File: src/rtl/id_ex_stage.sv
// ID/EX pipeline register: captures decoded control and forwarded operands for EX,
// turns register-file pauses into bubbles, honours flush/EX stall, and counts bubbles/flushes.
module id_ex_stage #(
    parameter int DW    = 32,
    parameter int CNT_W = 16
) (
    input  logic             clk,
    input  logic             rst,
    input  logic             pause,
    input  logic             flush,
    input  logic             ex_stall,
    input  logic             id_valid,
    input  logic [DW-1:0]    id_pc,
    input  logic [DW-1:0]    id_r1,
    input  logic [DW-1:0]    id_r2,
    input  logic [DW-1:0]    id_imm,
    input  logic [4:0]       id_wa,
    input  logic             id_we,
    input  logic [1:0]       id_cregwd,
    input  logic [3:0]       id_aluop,
    input  logic             id_mem_we,
    input  logic             id_ra_we,
    input  logic [DW-1:0]    id_ra,
    output logic             stall_id,
    output logic             ex_valid,
    output logic [DW-1:0]    ex_pc,
    output logic [DW-1:0]    ex_r1,
    output logic [DW-1:0]    ex_r2,
    output logic [DW-1:0]    ex_imm,
    output logic [DW-1:0]    ex_ra,
    output logic [4:0]       wa_ex,
    output logic             we_ex,
    output logic [1:0]       cregwd_ex,
    output logic [3:0]       ex_aluop,
    output logic             ex_mem_we,
    output logic             ex_ra_we,
    output logic [CNT_W-1:0] bubble_cnt,
    output logic [CNT_W-1:0] flush_cnt
);

    typedef struct packed {
        logic          valid;
        logic [DW-1:0] pc;
        logic [DW-1:0] r1;
        logic [DW-1:0] r2;
        logic [DW-1:0] imm;
        logic [DW-1:0] ra;
        logic [4:0]    wa;
        logic          we;
        logic [1:0]    cregwd;
        logic [3:0]    aluop;
        logic          mem_we;
        logic          ra_we;
    } ex_pkt_t;

    ex_pkt_t id_pkt, ex_q;

    // Enables are qualified by id_valid so an empty slot can never write state.
    always_comb begin
        id_pkt        = '0;
        id_pkt.valid  = id_valid;
        id_pkt.pc     = id_pc;
        id_pkt.r1     = id_r1;
        id_pkt.r2     = id_r2;
        id_pkt.imm    = id_imm;
        id_pkt.ra     = id_ra;
        id_pkt.wa     = id_wa;
        id_pkt.we     = id_we & id_valid;
        id_pkt.cregwd = id_cregwd;
        id_pkt.aluop  = id_aluop;
        id_pkt.mem_we = id_mem_we & id_valid;
        id_pkt.ra_we  = id_ra_we & id_valid;
    end

    // Flush wins over a pause so the fetch redirect is not held off.
    assign stall_id = ex_stall | (pause & ~flush);

    always_ff @(posedge clk or negedge rst) begin
        if (!rst) begin
            ex_q       <= '0;
            bubble_cnt <= '0;
            flush_cnt  <= '0;
        end else if (flush) begin
            ex_q <= '0;
            if (flush_cnt != '1) flush_cnt <= flush_cnt + CNT_W'(1);
        end else if (ex_stall) begin
            ex_q <= ex_q;
        end else if (pause) begin
            ex_q <= '0;
            if (bubble_cnt != '1) bubble_cnt <= bubble_cnt + CNT_W'(1);
        end else begin
            ex_q <= id_pkt;
        end
    end

    assign ex_valid  = ex_q.valid;
    assign ex_pc     = ex_q.pc;
    assign ex_r1     = ex_q.r1;
    assign ex_r2     = ex_q.r2;
    assign ex_imm    = ex_q.imm;
    assign ex_ra     = ex_q.ra;
    assign wa_ex     = ex_q.wa;
    assign we_ex     = ex_q.we;
    assign cregwd_ex = ex_q.cregwd;
    assign ex_aluop  = ex_q.aluop;
    assign ex_mem_we = ex_q.mem_we;
    assign ex_ra_we  = ex_q.ra_we;

endmodule

File: config.mk
export PLATFORM = sky130hd
export DESIGN_NAME = id_ex_stage
export DESIGN_NICKNAME = d
export VERILOG_FILES = /design/src/rtl/id_ex_stage.sv
export SDC_FILE = /design/constraint.sdc
export NUM_CORES = 1
export LEC_CHECK = 0
export CORE_MARGIN = 8
export CORE_UTILIZATION = 36
export DETAILED_ROUTE_END_ITERATION = 6
export MAX_ROUTING_LAYER = met4
export PLACE_DENSITY = 0.76
export SETUP_SLACK_MARGIN = 0.2
export SYNTH_ARGS = -nofsm -noshare
export SYNTH_HDL_FRONTEND = slang
export SYNTH_SLANG_ARGS = --single-unit
File: constraint.sdc
create_clock -name clk -period 1.75 [get_ports clk]
set_clock_uncertainty 0.05 [all_clocks]
set_input_delay 0.175 -clock clk [delete_from_list [all_inputs] [get_ports clk]]
set_output_delay 0.175 -clock clk [all_outputs]
set_load 0.02 [all_outputs]
# == Yosys cells after proc, flatten, opt, wreduce, memory -nomap -nowiden ==
# Cells that the tools add are included.
# word_totals
ff_bits,207
output_inout_bits,208
wordCells,31
# classes
n_addsub,2
n_eq_ne,3
mux,3
n_bitwise,7
n_reduce_logical,2
# ops
cell,count
two-way mux 175 bit,3
"adder 16 x 1 -> 16 bit, second input constant",2
"!= test 16 bit, second input constant",2
bitwise AND 1 bit,4
AND reduction 4 bit,1
"!= test 2 bit, second input constant",1
NOT 1 bit,2
AND reduction 2 bit,1
bitwise OR 1 bit,1

# == Depth between registers and ports, before layout ==
# logic_depth
ltp_word,4
ltp_mapped,6

# == Least setup slack after synthesis ==
# No wires, ideal clock.
# synth_timing
path_kind,register -> register
from,register bubble_cnt[0]
to,register bubble_cnt[6]
arrival_time_ns,1.580
setup_slack_ns,-0.020
stages_incl_launch_ff,7
path_buffers,1
period_less_slack_ns,1.770
cell_sequence,dfrtp_1 ha_1 nand4_1 nor4_1 buf_2 nor4b_1 xor2_1
# synth_between
elab_chain_cells,2
word_cells_on_any_way,3
classes_between,1 x add/sub; 1 x eq/ne; 1 x reduce/logical
# synth_lines
element,line_no,text
start: declaration,37,"output logic [CNT_W-1:0] bubble_cnt,"
start signal: assignment,90,if (bubble_cnt != '1) bubble_cnt <= bubble_cnt + CNT_W'(1);
branches (longest 2 deep; another with adder 16 x 1 -> 16 bit),--,
# Several ways; the timed one is not identified.
# A chain may end at the register's enable or synchronous reset.

# == Final worst setup path ==
# layout_timing
from,register bubble_cnt[1]
to,register bubble_cnt[13]
# Same word-level chain as after synthesis.

==> flow_results.org <==
** Power and ir drop
- Leakage power :: ~0.0068 µW
- The worst-case IR drop observed on VDD is roughly 0.67 mV.
- Dividing total power by cell area gives a power density of about 950 mW/mm².
- Overall power after layout :: between 10,000 and 15,000 µW

** Synthesis
- Synthesis inferred 207 register bits.
- Of all flip-flops after synthesis, the portion carrying an async set or reset was 1.00.
- Count of unique library cells instantiated by Yosys :: 34
- For this run, the register share of the synthesized area comes to 0.678.
- Synthesis produced a netlist with a net count of just over 700.
- The cell count after synthesis came out at approximately 540.
- Counting flops with a built-in enable in the synthesized netlist gives 0.
- In the synthesized netlist the dominant register cell turns out to be sky130_fd_sc_hd__dfrtp_1.
- Synth Warn # :: 0
- Synthesized area per cell :: 14.2 µm²
- After synthesis the cells add up to approximately 0.0076 mm².

** Floorplanning
- The initialized floorplan defines 53 standard-cell rows.
- Count of boundary I/O pins :: around 390
- Total Die Area :: ~0.026 mm²
- The floorplan step set the die width to ~160 µm.
- After floorplanning, the core was sized to cover around 0.021 mm².
- The initial utilization of the core area, before any placement, comes to 0.365.
- Die height :: approximately 160 µm

** Layout
- Sequential cell area :: between 0.005 and 0.006 mm²
- Area used by multi-input combinational logic :: 0.00256 mm²
- Share of layout cells above drive strength 1 :: 0.184
- Post-route design area :: 0.0132 mm²
- Area grow syn2layout :: 72.2%
- Net count, final :: around 1,200
- The filler cells instantiated in the layout total about 1,600.

** GRT
- For this run, global-route usage on met3 was measured as 0.0476.
- The total overflow left after global routing is 0.
- Number of antenna violations at the first check in global routing :: 0
- Global-route total usage across every layer :: 0.206
- For this run, global-route usage on met2 was measured as 0.349.
- First-pass GRT wire length :: around 42 mm
- Entering global routing, the biggest net connects between 50 and 60 pins.
- Global routing met1 resource utilization :: 0.235
- met2 is the most crowded layer.
- The number of global-route vias before repair came to 7,130.

** Setup path
- Critical path buffers and inverters :: 1
- On the critical path the largest part of the delay comes from simple AND/OR/NAND/NOR gates.
- Data arrives at the worst endpoint at between 2 and 2.5 ns.
- STA classifies the critical path endpoint as a flip-flop.
- Peak fanout along the critical path :: 6
- The critical path is of the flip-flop to flip-flop type.
- Critical path depth :: 6
- Required time of the critical path :: 2.08 ns
- The worst setup path is launched from a flip-flop.
- Traced cell by cell, the critical path runs through ha_4 -> nand4_1 -> nor4_4 -> buf_6 -> nor3b_2 -> xor2_1.
- Delay of the slowest critical-path stage :: 0.42 ns
- For the worst flop-to-flop path, the logic depth is 6.
- For this design, the slowest cell found on the critical path is sky130_fd_sc_hd__dfrtp_2.

** Clock network
- Clock H-tree levels :: 1
- Clock latency on the worst-skew pair, taken at its later pin, is 0.50 ns.
- Number of CTS-inserted buffers :: 23
- After clock tree synthesis, the clock-pin slew on the worst setup and hold paths is roughly 0.06 ns.
- Clock sink count :: around 210
- CTS Buffer Depth :: 3
- Root Driver :: sky130_fd_sc_hd__clkbuf_16
- CTS tree :: done

** Timing
- Normalized max-slew margin :: 0.680
- Setup repair after global routing could not meet its margin everywhere.
- Setup violations remaining at the end of the flow were counted as 0.
- Fin Setup TNS :: 0 ns
- Minimum setup slack in the final design :: between 0.05 and 0.06 ns
- The number of endpoints with negative hold slack in the final report is 0.
- At the pin with the least slew margin, the transition time is 0.480 ns.
- The number of max-slew violations in the final report came to 0.
- Final cycle utilization of the critical path :: 0.971
- Based on the critical path, the design can be clocked at up to slightly below 600 MHz.
- Time the worst path needs with I/O delays and setup :: between 1.5 and 2 ns

** Job
- Max-cap violations in this run came to 0.

** Route
- Vias per inst :: 5.12
- Detailed-routing iteration count for the pre-antenna-repair pass :: 4
- In this run the remaining antenna-violating nets after routing total 0.
- The first routing iteration left roughly 270 violations.
- After detailed routing, the total wire length is ~27 mm.
- Total DRC errors in the routed layout :: 0
- Dividing the detail-routed wire length by the instance count gives around 22 µm.
- Vias :: ~6,500

** Status
- Result of the run :: completed

** Placed design
- The congestion estimate from routability-driven global placement came to ~0.84.
- Buffers placed on the I/O ports in this run total 387.
- Worst slack, placed :: -0.334 ns
- Post-DP Area :: around 0.012 mm²
- Detailed placement ended at an HPWL of 20.2 mm.

** Hold path
- In this run the worst hold path is classified as input port to async pin.
## cell families (layout without fill, tap and decap cells)
logic type                 after synthesis  in the layout  share of synthesized area
DFF                                    207            207                      0.678
AOI/OAI and AO/OA                      184            184                      0.207
and+or+nand+nor                         76             76                     0.0578
buffers and inverters                   43            493                     0.0224
xor gates and xnor gates                25             25                     0.0286
adders and majority gates                2              2                    0.00327
muxes                                    2              2                    0.00295
other                                    0              1                          0
## final cells by class
type	instances	area share
inverter	2	0.000570
tap	275	0.0261
antenna	1	0.000190
multi-input combinational	289	0.195
sequential	207	0.396
clock buffer	33	0.0526
timing repair buffer	450	0.324
clock inverter	8	0.00580
## worst paths after layout
check,slack (ns),startpoint,to
setup / recovery,0.05,bubble_cnt[1],bubble_cnt[13]
hold / removal,0.17,rst,ex_pc[21]
setup reg to reg,0.05,bubble_cnt[1],bubble_cnt[13]
hold reg to reg,0.43,ex_ra_we,ex_ra_we
max in group asynchronous,0.89,rst,ex_r2[14]
min in group clk,0.22,id_ra[4],ex_ra[4]
## state kept, by name, summed over array words and instances, names as in the netlist, 5 cells and up
register	cells
ex_imm	32
ex_pc	32
ex_r1	32
ex_r2	32
ex_ra	32
bubble_cnt	16
flush_cnt	16
wa_ex	5
## synthesized netlist by cell type, drive strengths merged (4+ instances only)
| library cell | n | area [µm²] |
|---|---|---|
| nor4 | 4 | 25.0 |
| dfrtp | 207 | 5180 |
| o21ai | 4 | 20.0 |
| nand3 | 10 | 50.1 |
| nand4 | 9 | 56.3 |
| a22o | 172 | 1510 |
| nand2 | 11 | 41.3 |
| nor3 | 14 | 80.1 |
| xor2 | 23 | 201 |
| and4 | 5 | 43.8 |
| clkbuf | 38 | 143 |
| nor2 | 8 | 30.0 |
## report_power, final
part           switching [µW]  internal [µW]  leakage [µW]
Sequential                316           5100       0.00278
Combinational            1090           1120       0.00364
Clock                    1940           2900      0.000374
Total                    3350           9120       0.00679
## per-stage QoR
stage	cells	utilization	hold WS, ns
2_1_floorplan	539	-	-0.171
3_3_place_gp	1210	0.592	0.133
3_5_place_dp	1210	0.592	0.132
4_1_cts	1255	0.623	0.163
5_1_grt	1264	0.628	0.205
6_report	1265	0.628	0.165
## worst register-to-register path, delay by kind of cell, from the launching register on
kind | cells | cell delay (ns)
fa+ha+maj | 1 | 0.16
simple gates | 3 | 0.59
xor+xnor | 1 | 0.16
buf+inv | 1 | 0.22
flops | 1 | 0.42
## routing by layer
metal | wire length, µm | up-vias | share of wire
li1 | - | 2932 | -
met1 | 10600 | 3210 | 0.39
met2 | 14100 | 280 | 0.51
met3 | 1840 | 55 | 0.067
met4 | 882 | 0 | 0.032
met5 | 0 | - | 0
## placed cells by master, fill, tap and decap left out, drive strengths merged, types with 4 or more instances in the layout
| master | count |
|---|---|
| nand3 | 10 |
| nand2 | 11 |
| a22o | 172 |
| o21ai | 4 |
| clkdlybuf4s15 | 6 |
| clkbuf | 40 |
| and4 | 5 |
| dfrtp | 207 |
| buf | 67 |
| nor3 | 14 |
| nor2 | 8 |
| nor4 | 4 |
| nand4 | 9 |
| clkdlybuf4s50 | 178 |
| dlygate4sd2 | 191 |
| xor2 | 23 |
## what timing repair did
| action | CTS | global route |
|---|---|---|
| resized for setup | 242 | 37 |
| setup buffers | 3 | 9 |
| hold buffers | 1 | 0 |
| pin swaps | 12 | 17 |
| endpoints found under the hold margin | 94 | 0 |
| endpoints found under the setup margin | 228 | 45 |
Power figures use the tool's default switching activity.
